File: src/rtl/irq_pkg.sv
// -----------------------------------------------------------------------------
// irq_pkg
// Shared types and default constants for the interrupt sequencer.
//   irq_state_t  : sequencer FSM states (IDLE, REQ, SERVICE, RESTORE)
//   NUM_IRQ      : default number of request lines (index 0 = highest priority)
//   ADDR_W       : default vector address width
//   VECTOR_BASE  : default vector address of irq 0
//   VECTOR_STRIDE: default spacing between consecutive vectors
//   id_w()       : width of an irq index, never less than one bit
// -----------------------------------------------------------------------------
package irq_pkg;

    localparam int NUM_IRQ = 4;
    localparam int ADDR_W  = 20;

    localparam logic [ADDR_W-1:0] VECTOR_BASE   = 20'd16;
    localparam logic [ADDR_W-1:0] VECTOR_STRIDE = 20'd4;

    typedef enum logic [1:0] {
        IDLE    = 2'd0,
        REQ     = 2'd1,
        SERVICE = 2'd2,
        RESTORE = 2'd3
    } irq_state_t;

    // A single request line would give $clog2 = 0; keep the index at least
    // one bit wide so every port and register has a legal width.
    function automatic int id_w(input int n);
        return (n > 1) ? $clog2(n) : 1;
    endfunction

endpackage : irq_pkg

File: src/rtl/irq_priority_encoder.sv
// -----------------------------------------------------------------------------
// irq_priority_encoder
// Combinational fixed-priority encoder: reports the lowest set bit of the
// eligible vector, index 0 being the highest priority.
// Ports:
//   i_eligible [NUM_IRQ] : requests that may be selected this cycle
//   o_valid              : at least one eligible bit is set
//   o_index    [ID_W]    : index of the lowest set bit (0 when o_valid = 0)
// -----------------------------------------------------------------------------
module irq_priority_encoder #(
    parameter int NUM_IRQ = irq_pkg::NUM_IRQ,
    parameter int ID_W    = irq_pkg::id_w(NUM_IRQ)
) (
    input  logic [NUM_IRQ-1:0] i_eligible,
    output logic               o_valid,
    output logic [ID_W-1:0]    o_index
);

    // Scan from the lowest priority upwards so the last hit (the lowest
    // index) is the one that sticks.
    always_comb begin
        o_valid = 1'b0;
        o_index = '0;
        for (int i = NUM_IRQ - 1; i >= 0; i--) begin
            if (i_eligible[i]) begin
                o_valid = 1'b1;
                o_index = ID_W'(i);
            end
        end
    end

endmodule : irq_priority_encoder

File: src/rtl/irq_sequencer.sv
// -----------------------------------------------------------------------------
// irq_sequencer
// Prioritised, non-nesting interrupt controller sitting between peripheral
// request lines and the PC/control unit. Rising edges on i_irq_in latch into
// a pending register; the lowest-index pending, unmasked request (when
// globally enabled) is offered to the PC as a vector with a take/ack
// handshake. A one-cycle restore pulse follows the handler's return strobe.
//
// Build option:
//   IRQ_SYNC_EN - when defined, every i_irq_in bit passes through a two-flop
//                 synchronizer before edge detection (2 extra cycles of
//                 edge-to-pending latency). When undefined, i_irq_in must be
//                 synchronous to i_clock and feeds edge detection directly.
//
// Ports:
//   i_clock       system clock, rising edge
//   i_reset       asynchronous, active-high reset
//   i_irq_in      level request lines; rising edge raises a request
//   i_mask_wr     mask register write strobe
//   i_mask_data   new mask value (1 = blocked)
//   i_global_en   global interrupt enable
//   i_pc_ack      PC saved its return address and loaded o_irq_vector
//   i_irq_return  handler return (RETI) strobe
//   o_irq_take    request to the PC to jump to o_irq_vector
//   o_irq_vector  handler address
//   o_irq_id      index of the taken / in-service irq
//   o_in_service  high while a handler runs
//   o_restore_pc  one-cycle pulse: PC reloads its saved address
//   o_pending     pending register
//   o_mask        mask register
// -----------------------------------------------------------------------------
module irq_sequencer #(
    parameter int NUM_IRQ = irq_pkg::NUM_IRQ,
    parameter int ADDR_W  = irq_pkg::ADDR_W,
    parameter logic [ADDR_W-1:0] VECTOR_BASE   = ADDR_W'(irq_pkg::VECTOR_BASE),
    parameter logic [ADDR_W-1:0] VECTOR_STRIDE = ADDR_W'(irq_pkg::VECTOR_STRIDE),
    parameter int ID_W    = irq_pkg::id_w(NUM_IRQ)
) (
    input  logic               i_clock,
    input  logic               i_reset,
    input  logic [NUM_IRQ-1:0] i_irq_in,
    input  logic               i_mask_wr,
    input  logic [NUM_IRQ-1:0] i_mask_data,
    input  logic               i_global_en,
    input  logic               i_pc_ack,
    input  logic               i_irq_return,
    output logic               o_irq_take,
    output logic [ADDR_W-1:0]  o_irq_vector,
    output logic [ID_W-1:0]    o_irq_id,
    output logic               o_in_service,
    output logic               o_restore_pc,
    output logic [NUM_IRQ-1:0] o_pending,
    output logic [NUM_IRQ-1:0] o_mask
);

    import irq_pkg::*;

    // -------------------------------------------------------------------------
    // Declarations
    // -------------------------------------------------------------------------
    irq_state_t         r_state;
    irq_state_t         w_state_next;

    logic [NUM_IRQ-1:0] w_irq_src;      // request lines as seen by edge detect
    logic [NUM_IRQ-1:0] r_irq_hist;     // previous-cycle copy of w_irq_src
    logic [NUM_IRQ-1:0] w_irq_rise;

    logic [NUM_IRQ-1:0] r_pending;
    logic [NUM_IRQ-1:0] w_pending_clr;
    logic [NUM_IRQ-1:0] r_mask;
    logic [NUM_IRQ-1:0] w_eligible;

    logic               w_win_valid;
    logic [ID_W-1:0]    w_win_idx;
    logic [ADDR_W-1:0]  w_win_vector;

    logic               w_load_req;     // IDLE -> REQ this cycle
    logic               w_ack_taken;    // REQ -> SERVICE this cycle

    logic [ADDR_W-1:0]  r_irq_vector;
    logic [ID_W-1:0]    r_irq_id;

    // -------------------------------------------------------------------------
    // Optional input synchronizer
    // -------------------------------------------------------------------------
`ifdef IRQ_SYNC_EN
    logic [NUM_IRQ-1:0] r_sync_meta;
    logic [NUM_IRQ-1:0] r_sync_out;

    always_ff @(posedge i_clock or posedge i_reset) begin
        if (i_reset) begin
            r_sync_meta <= '0;
            r_sync_out  <= '0;
        end else begin
            r_sync_meta <= i_irq_in;
            r_sync_out  <= r_sync_meta;
        end
    end

    assign w_irq_src = r_sync_out;
`else
    assign w_irq_src = i_irq_in;
`endif

    // -------------------------------------------------------------------------
    // Rising-edge detection
    // -------------------------------------------------------------------------
    always_ff @(posedge i_clock or posedge i_reset) begin
        if (i_reset) begin
            r_irq_hist <= '0;
        end else begin
            r_irq_hist <= w_irq_src;
        end
    end

    assign w_irq_rise = w_irq_src & ~r_irq_hist;

    // -------------------------------------------------------------------------
    // Pending register
    // The bit being acknowledged is cleared, but a fresh edge on that same
    // line in the same cycle wins so the new request is not lost.
    // Masked lines still latch; the mask only affects selection.
    // -------------------------------------------------------------------------
    assign w_ack_taken = (r_state == REQ) && i_pc_ack;

    genvar gi;
    generate
        for (gi = 0; gi < NUM_IRQ; gi++) begin : g_clr
            assign w_pending_clr[gi] = w_ack_taken && (r_irq_id == ID_W'(gi));
        end
    endgenerate

    always_ff @(posedge i_clock or posedge i_reset) begin
        if (i_reset) begin
            r_pending <= '0;
        end else begin
            r_pending <= (r_pending & ~w_pending_clr) | w_irq_rise;
        end
    end

    // -------------------------------------------------------------------------
    // Mask register: writable in any state
    // -------------------------------------------------------------------------
    always_ff @(posedge i_clock or posedge i_reset) begin
        if (i_reset) begin
            r_mask <= '0;
        end else if (i_mask_wr) begin
            r_mask <= i_mask_data;
        end
    end

    // -------------------------------------------------------------------------
    // Selection
    // -------------------------------------------------------------------------
    assign w_eligible = i_global_en ? (r_pending & ~r_mask) : '0;

    irq_priority_encoder #(
        .NUM_IRQ (NUM_IRQ),
        .ID_W    (ID_W)
    ) u_prio (
        .i_eligible (w_eligible),
        .o_valid    (w_win_valid),
        .o_index    (w_win_idx)
    );

    // Vector arithmetic is done at ADDR_W so any overflow wraps naturally.
    assign w_win_vector = VECTOR_BASE + (ADDR_W'(w_win_idx) * VECTOR_STRIDE);

    // -------------------------------------------------------------------------
    // Sequencer FSM: state register
    // -------------------------------------------------------------------------
    always_ff @(posedge i_clock or posedge i_reset) begin
        if (i_reset) begin
            r_state <= IDLE;
        end else begin
            r_state <= w_state_next;
        end
    end

    // -------------------------------------------------------------------------
    // Sequencer FSM: next state
    // Once in REQ the offer is committed: nothing but pc_ack (or reset) moves
    // it, regardless of mask, enable or newer higher-priority edges.
    // -------------------------------------------------------------------------
    always_comb begin
        w_state_next = r_state;
        w_load_req   = 1'b0;
        unique case (r_state)
            IDLE: begin
                if (w_win_valid) begin
                    w_state_next = REQ;
                    w_load_req   = 1'b1;
                end
            end
            REQ: begin
                if (i_pc_ack) begin
                    w_state_next = SERVICE;
                end
            end
            SERVICE: begin
                if (i_irq_return) begin
                    w_state_next = RESTORE;
                end
            end
            RESTORE: begin
                w_state_next = IDLE;
            end
            default: begin
                w_state_next = IDLE;
            end
        endcase
    end

    // -------------------------------------------------------------------------
    // Vector / id capture: loaded only when a request is offered, held
    // through service and afterwards until the next offer.
    // -------------------------------------------------------------------------
    always_ff @(posedge i_clock or posedge i_reset) begin
        if (i_reset) begin
            r_irq_vector <= '0;
            r_irq_id     <= '0;
        end else if (w_load_req) begin
            r_irq_vector <= w_win_vector;
            r_irq_id     <= w_win_idx;
        end
    end

    // -------------------------------------------------------------------------
    // Outputs: handshake flags decode directly from the registered state,
    // so they are glitch-free and drop to 0 the instant reset asserts.
    // -------------------------------------------------------------------------
    assign o_irq_take   = (r_state == REQ);
    assign o_in_service = (r_state == SERVICE);
    assign o_restore_pc = (r_state == RESTORE);
    assign o_irq_vector = r_irq_vector;
    assign o_irq_id     = r_irq_id;
    assign o_pending    = r_pending;
    assign o_mask       = r_mask;

endmodule : irq_sequencer

File: config.mk
export PLATFORM = sky130hd
export DESIGN_NAME = irq_sequencer
export DESIGN_NICKNAME = d
export VERILOG_FILES = /design/src/rtl/irq_pkg.sv /design/src/rtl/irq_priority_encoder.sv /design/src/rtl/irq_sequencer.sv
export SDC_FILE = /design/constraint.sdc
export NUM_CORES = 1
export LEC_CHECK = 0
export BUFFER_PORTS_ARGS = -buffer_cell sky130_fd_sc_hd__buf_4
export CAP_MARGIN = 0
export CORE_MARGIN = 8
export CORE_UTILIZATION = 30
export DETAILED_ROUTE_END_ITERATION = 6
export HOLD_SLACK_MARGIN = 0.02
export SLEW_MARGIN = 20
export SYNTH_ARGS = -nofsm -noshare
export SYNTH_HDL_FRONTEND = slang
export SYNTH_SLANG_ARGS = --single-unit
File: constraint.sdc
create_clock -name i_clock -period 2.4 [get_ports i_clock]
set_clock_uncertainty 0.2 [all_clocks]
set_input_delay 0.24 -clock i_clock [delete_from_list [all_inputs] [get_ports i_clock]]
set_output_delay 0.24 -clock i_clock [all_outputs]
set_load 0.01 [all_outputs]
Yosys cells after proc, flatten, opt, wreduce, memory -nomap -nowiden
Index checks and enable logic that the tools add are counted.

word-level totals
  flip-flop bits (word level) = 36
  bits of input ports = 14
  output and inout bits = 33
  logic and storage cells = 46

cells by class
  add/subtract/negate cells = 1
  equality and inequality tests = 9
  muxes and demuxes = 15
  bitwise gates (word level) = 7
  reduce and logical (&&, ||, !) cells = 8

operators with widths
  kind                 count
  $mux 2               7
  $and 4x4->4          3
  $not 4->4            3
  $eq 2x2->1 const B   4
  $pmux 2 s4           1
  $add 5x4->6 const A  1
  $mux 1               6
  $logic_and 1x1->1    5
  $eq 2x1->1 const B   2
  $logic_not 2->1      2
  $mux 4               1
  $ne 2x2->1 const B   2
  $or 4x4->4           1
  $reduce_and 3->1     1
  $ne 2x1->1 const B   1

Depth between registers and ports, before layout
Gate-level depths: netlist of run 1.

  depth after elaboration = 9
  depth in mapped cells = 6
  depth with buffers taken out = 6

Modules after synthesis
Synthesis of run 1 repeated with hierarchy kept, for this count alone.

second synthesis, totals
  cell total of the unflattened synthesis = 90
  area total of the unflattened synthesis = 913.4 um2

modules (own cells, without submodules)
  module                instances  cells each  area each (um2)  seq. area each (um2)
  irq_sequencer         1          83          878.3            425.4
  irq_priority_encoder  1          7           35.0             0.0

Worst setup path after synthesis of run 1
OpenSTA, ideal clock, no wires.

  path type = reg-to-reg
  start point = reg r_state[0]
  end point = reg r_state[1]
  arrival = 1.505 ns
  data required time = 2.072 ns
  slack = 0.568 ns
  stages on the path, launching flop included = 6
  path buffers = 0
  clock period less this slack = 1.832 ns
  cell sequence = dfrtp_1 -> ha_1 -> nor2b_1 -> a221o_1 -> a21oi_2 -> mux2_1

between the ends
  cells in the longest elaborated chain, start to end = 3
  elaborated cells on any way between the ends = 9
  those cells by class = eq/ne: 6; mux: 1; reduce/logical: 2

ends and longest elaborated chain
  element                            RTL line              RTL
  from (decl)                        irq_sequencer.sv:61   irq_state_t r_state;
  from (signal assigned)             irq_sequencer.sv:176  r_state <= w_state_next;
  $eq 2x1->1 *                       n/a
  net o_irq_take                     irq_sequencer.sv:47   output logic o_irq_take,
  $ne 2x2->1 (no source line)        n/a
  $reduce_and 3->1 (no source line)  n/a

The timed path passes the listed nets; every way through them passes the cells marked *.
A chain may end at the register's enable or synchronous reset.

Worst setup path in the final report of run 1
  start point = reg r_state[1]
  end point = reg r_state[1]

between the ends
  cells in the longest elaborated chain, start to end = 3
  elaborated cells on any way between the ends = 9
  those cells by class = eq/ne: 6; mux: 1; reduce/logical: 2

ends and longest elaborated chain
  element                                                           RTL line              RTL
  $eq 2x2->1, or another cell as far along                          irq_sequencer.sv:188  unique case (r_state)
  $ne 2x2->1 (no source line) / $ne 2x1->1 (equally long branches)  n/a
  $reduce_and 3->1 (no source line)                                 n/a

Parallel ways exist; a longest one is shown, timed or not.

==> results of run 1 <==
[registers in the layout (all words and copies together), names as in the netlist]
register / count
r_state: 2
o_irq_vector: 2
o_pending: 4
o_irq_id: 1
o_mask: 4
r_irq_hist: 4
[cell usage in the layout (no fill, tap or decap), types with 2 or more instances in the layout]
master	n
mux2_2	4
nand3_1	2
dlygate4sd3_1	9
buf_4	29
inv_1	10
clkbuf_4	3
o21ai_0	9
conb_1	17
nand2b_1	4
nor2b_1	2
ha_1	4
dfrtp_1	17
[final timing paths]
| kind | cells after the start | slack (ns) | to |
|---|---|---|---|
| max | 6 | 0.48 | r_state[1] |
| min | 3 | 0.03 | o_irq_id[0] |
| max reg2reg | 6 | 0.48 | r_state[1] |
| min reg2reg | 1 | 0.23 | o_pending[2] |
| max in group asynchronous | 3 | 1.21 | o_mask[3] |
| min in group asynchronous | 3 | 0.37 | r_irq_hist[3] |
[through the flow]
stage	instance area [µm²]	setup WS, ns	util, %
floorplan	957	0.568	-
global placement	1070	0.583	36.4
detailed placement	1070	0.477	36.4
CTS	1190	0.456	40.3
global route	1190	0.320	40.3
finish	1190	0.477	40.3
[area by class of cell]
cell class,instances,share of cell area [%]
Inverter,10,3.15
Clock inverter,1,0.420
Multi-Input combinational cell,55,29.5
Sequential cell,17,35.7
Timing Repair Buffer,38,25.8
Tap cell,33,3.47
Clock buffer,3,1.89
[power groups by stage]
stage                     Combinational [mW]  Clock (mW)  Sequential, mW
after floorplan                        0.285           0           0.427
after global placement                 0.445           0           0.420
after detailed placement               0.463           0           0.423
after CTS                              0.475       0.156           0.419
after global routing                   0.526       0.163           0.431
final                                  0.467       0.150           0.417
[cell usage after synthesis, drive strengths merged]
cell type and instances:
nand3b 1, and3 1, ha 4, inv 10, mux2 5, o22a 1, o21ai 9, o32a 1
nand2b 4, dfrtp 17, or2 1, nor2b 2, a221o 1, mux2i 1, buf 19, nand2 1
nand3 2, a31oi 1, conb 1, a21oi 2, and2 1
[worst reg2reg max path, stage by stage, from the launching register on]
cell     delay [ns]
dfrtp_1        0.39
inv_1          0.07
ha_1           0.22
nor2b_1        0.16
a221o_1        0.27
a21oi_2        0.16
mux2_1         0.34
[what timing repair did]
| action | in CTS | in global routing |
|---|---|---|
| hold buffers | 9 | 0 |
| endpoints found under the hold margin | 29 | 0 |
| buffers inserted | 0 | 0 |
[metal layers]
layer | wire length (µm) | vias up
met5 | 0 | -
met4 | 32 | 0
met3 | 304 | 3
met2 | 869 | 49
met1 | 823 | 313
li1 | - | 319
[kinds of logic after synthesis]
family,Yosys count
buf+inv,29
compound gates,15
simple gates,13
other cells,1
fa+ha+maj,4
mux,6
flops,17
==> results by group, run 1 <==
Outcome
  • Status: complete, no violations

Finish
  • Seq. cell area: roughly 430 µm²
  • Fillers: between 300 and 400
  • Inserted Diodes: 0
  • Final #Nets: between 100 and 150
  • Final Non-Filler Cells: between 150 and 200
  • Share of layout cells above drive strength 1: a little under a third
  • Synth-to-Final Area Change: 32.8%
  • Area of the multi-input gates: ~350 µm²

Power
  • Clock share of power: 14.5%
  • Switching part of the total power: between 30% and 40%
  • VDD IR max: ~0.43 mV
  • Pint: between 0.6 and 0.7 mW
  • Comb pwr share: 45.2%
  • Leak: a little under 0.6 nW
  • PwrDens: a little under 900 mW/mm²
  • Pwr Total: 1.03 mW
  • Switching power: ~0.38 mW
  • Flop pwr share: just over 40%

Route
  • Drt pass-1 iters: 4
  • 1st-iter DRT viols: 20
  • DR WL/cell: about 13 µm
  • DRT Wirelength: between 2000 and 2500 µm
  • Number of remaining DRC errors: 0
  • Total number of vias: 684
  • Post-route ant nets: 0
  • Detailed-route vias per instance: 4.36

Critical path
  • Critical Path Start: r_state[1]
  • CP top delay family: compound AO/OA/AOI/OAI gates
  • CP arrival: around 1.9 ns
  • WP buf/inv: 1
  • Critical Path Fanout Max: 4
  • WP data required: 2.39 ns
  • Crit path largest cell delay: around 0.39 ns
  • Crit start category: flip-flop
  • Crit path kind: reg -> reg
  • CP max-delay cell: dfrtp_1
  • Reg-to-Reg Start: r_state[1]
  • Crit end category: flip-flop
  • CP Cell Sequence: inv_1 -> ha_1 -> nor2b_1 -> a221o_1 -> a21oi_2 -> mux2_1

Timing
  • RSZ-0062 raised after global routing: no
  • Tightest hold margin: 0.0271 ns
  • Max Slew Vio Count: 0
  • Worst rel slew slack: ~58%
  • Final Setup Violations: 0
  • Final hold vios: 0
  • Worst slew pin tran: ~0.64 ns
  • Part of the cycle the worst path needs: about four fifths
  • TNS Setup: 0 ns
  • FMAX: between 0.5 and 0.6 GHz
  • Post-route minimum period: between 1.5 and 2 ns

Clock tree
  • CTS tree: yes
  • Post_cts resized: 0
  • Clk_lat worst skew: a little under 0.3 ns
  • Clock Pin Slew Worst Setup and Hold Paths: roughly 0.1 ns
  • CTS root buffer: clkbuf_4
  • Clock buffer depth: 2
  • # clock sinks: 17
  • H-tree Lvls: 1
  • TritonCTS Buffers: 3

Synthesis
  • Yosys top cell by area: dfrtp_1
  • Synth top area share: a little under half
  • Syn Inst Count: 85
  • Synth area leaders: dfrtp_1 47%, buf_4 16%, ha_1 5.6%
  • Register area share after synthesis: 47.4%
  • Largest family of logic cells by synthesized area: buffers and inverters
  • Post-Synthesis Cell Area: 897 µm²
  • Synth cell types: 23
  • Post-synthesis xor/xnor area fraction: 0%
  • Synth Area in Simple Gates: 8.65%
  • Synth Area in Adders: between 5 and 6%
  • Post-synthesis mux area share: about 7.4%
  • Synth Area in Compound Gates: a little over a tenth
  • #FFs+latches synth: 17
  • Yosys warning count: 0
  • Syn avg cell area: roughly 11 µm²

Floorplan
  • Std-Cell Rows: 20
  • Die Area: 0.00500 mm²
  • Die Y: 70.7 µm
  • Die W: approximately 70 µm
  • Starting Density: 30.4%
  • Core Area: 0.00295 mm²
  • Ports: 47

Place
  • PortBufs: 29
  • Routability cong.: 0.738
  • Placed insts: ~140
  • DP HPWL: about 1600 µm

Min path
  • Hold Path Class: in -> reg
  • Min-delay src: i_global_en

GRT
  • Vias in the first global route: 765
  • Met1 Track Usage GR: under 10%
  • Largest net degree at the start of global routing: 18
  • GRT overflow: 0
  • Met2 Usage GRT: 13.4%
  • Total track usage: between 8 and 9%
  • GR Util met3: 3.25%
  • Initial antenna violation count: 0
  • Global-route wire length before repair: 3420 µm
  • GRT busiest layer: met2

Run
  • Max-cap violation count: 0
No activity file was read; power rests on OpenSTA's default activity.
==> inputs of run 2 (changes only) <==
==> constraint.sdc (replaced) <==
create_clock -name i_clock -period 1.95 [get_ports i_clock]
set_clock_uncertainty 0.2 [all_clocks]
set_input_delay 0.195 -clock i_clock [delete_from_list [all_inputs] [get_ports i_clock]]
set_output_delay 0.195 -clock i_clock [all_outputs]
set_load 0.01 [all_outputs]
==> results by group, run 2 (synthesized netlist as in run 1, its figures left out) <==
Critical path
  • Worst Reg-to-Reg Cells: 5
  • CP Cell Sequence: inv_1 -> ha_1 -> a221o_1 -> a21oi_2 -> mux2_1
  • Crit start category: flip-flop
  • WP data required: approximately 1.9 ns
  • Critical Path Fanout Max: 4
  • CP max-delay cell: dfrtp_1
  • WP buf/inv: 1
  • Crit path kind: reg -> reg
  • Crit end category: flip-flop
  • CP top delay family: compound AO/OA/AOI/OAI gates
  • CP arrival: 1.82 ns
  • Crit path largest cell delay: between 0.4 and 0.5 ns
  • Levels on crit path: 5

Timing
  • Part of the cycle the worst path needs: a little over nine tenths
  • Post-route minimum period: about 1.8 ns
  • Tightest hold margin: roughly 0.10 ns
  • FMAX: about 0.54 GHz
  • RSZ-0062 raised after global routing: no
  • Final Setup Violations: 0
  • TNS Setup: 0 ns
  • Worst slew pin tran: 0.646 ns
  • Worst rel slew slack: 56.9%
  • Final hold vios: 0
  • Max Slew Vio Count: 0

GRT
  • Vias in the first global route: around 760
  • Total track usage: approximately 8.2%
  • Largest net degree at the start of global routing: 18
  • GRT overflow: 0
  • Global-route wire length before repair: roughly 3400 µm
  • Initial antenna violation count: 0

Power
  • PwrDens: about 1100 mW/mm²
  • Switching part of the total power: 35.5%
  • Flop pwr share: about two fifths
  • Switching power: roughly 0.47 mW
  • Clock share of power: approximately 14%
  • Leak: approximately 0.63 nW
  • Comb pwr share: 47.6%
  • VDD IR max: between 0.5 and 0.6 mV
  • Pint: 0.862 mW

Finish
  • Inserted Diodes: 0
  • Share of layout cells above drive strength 1: around 33%
  • Most frequent cells in the layout: 32 x buf_4, 17 x conb_1, 17 x dfrtp_1, 14 x dlygate4sd3_1
  • Fillers: 300
  • Most common cell after layout, fill and taps aside: buf_4
  • Synth-to-Final Area Change: 41.0%
  • Final #Nets: between 150 and 200

Clock tree
  • Clk_lat worst skew: a little under 0.3 ns
  • CTS tree: yes
  • Clock Pin Slew Worst Setup and Hold Paths: roughly 0.090 ns
  • CTS root buffer: clkbuf_4
  • # clock sinks: 17
  • H-tree Lvls: 1
  • Clock buffer depth: 2
  • TritonCTS Buffers: 3

Place
  • PortBufs: 29
  • DP HPWL: approximately 1600 µm
  • Routability cong.: 0.741

Route
  • Post-route ant nets: 0
  • Number of remaining DRC errors: 0
  • DRT Wirelength: between 2000 and 2500 µm
  • Detailed-route vias per instance: 4.21
  • 1st-iter DRT viols: 11
  • DR WL/cell: roughly 13 µm
  • Total number of vias: slightly below 700
  • Drt pass-1 iters: 4

Floorplan
  • Starting Density: 30.4%
  • Ports: between 40 and 50
  • Std-Cell Rows: 20
  • Die Y: 70.7 µm
  • Die W: 70.7 µm
  • Core Area: 0.00295 mm²
  • Die Area: between 0.004 and 0.005 mm²

Min path
  • Worst hold stages: 4
  • Hold Path Class: in -> reg

Outcome
  • Status: complete, no violations

Run
  • Max-cap violation count: 0
-- run 2: cell type report --
class / instances / area, µm² / area share, %
inverters: 10 / 37.5 / 2.97
flip-flops and latches: 17 / 425 / 33.6
well taps: 33 / 41.3 / 3.26
repair buffers: 46 / 380 / 30.1
multi-input cells: 55 / 354 / 28.0
clock buffers: 4 / 26.3 / 2.08
-- run 2: power groups by stage --
stage / Sequential, mW / Clock [mW] / Combinational (mW)
global route: 0.529 / 0.203 / 0.711
detailed placement: 0.523 / 0 / 0.576
floorplan: 0.526 / 0 / 0.350
global placement: 0.516 / 0 / 0.560
finish: 0.514 / 0.186 / 0.636
CTS: 0.516 / 0.191 / 0.605
-- run 2: timing repair --
action                     4_1_cts  5_1_grt
setup endpoints to repair        0        1
hold endpoints to repair        30        0
hold buffers                    14        0
setup buffers                    0        2
resized for setup                0        2
-- run 2: metrics by stage --
stage	power [mW]	std cells	area (µm²)	worst slack, ns	utilization (%)
after floorplan	0.876	101	957	0.118	-
after global placement	1.08	145	1080	0.155	36.6
after detailed placement	1.10	145	1080	0.0757	36.6
after CTS	1.31	163	1250	0.0505	42.2
after global routing	1.44	165	1260	0.0000484	42.8
final	1.34	165	1260	0.104	42.8
-- run 2: worst paths after layout --
kind / start / slack, ns / end
setup reg to reg: r_state[0] / 0.10 / r_state[1]
max in group asynchronous: i_reset / 0.79 / o_pending[0]
hold reg to reg: r_irq_hist[3] / 0.22 / o_pending[3]
min in group asynchronous: i_reset / 0.35 / o_irq_id[0]
hold / removal: i_pc_ack / 0.10 / o_pending[3]
setup / recovery: r_state[0] / 0.10 / r_state[1]
-- run 2: tightest hold or removal path: stages --
cell and delay (ns):
buf_4 0.12, nand3_1 0.10, o21ai_0 0.08, o21ai_0 0.06
-- run 2: layer usage --
metal	GRT usage [%]	up-vias	routed length, µm
met3	3.67	2	269
li1	-	336	-
met1	8.83	316	876
met5	0	-	0
met4	3.46	0	17
met2	13.6	40	911
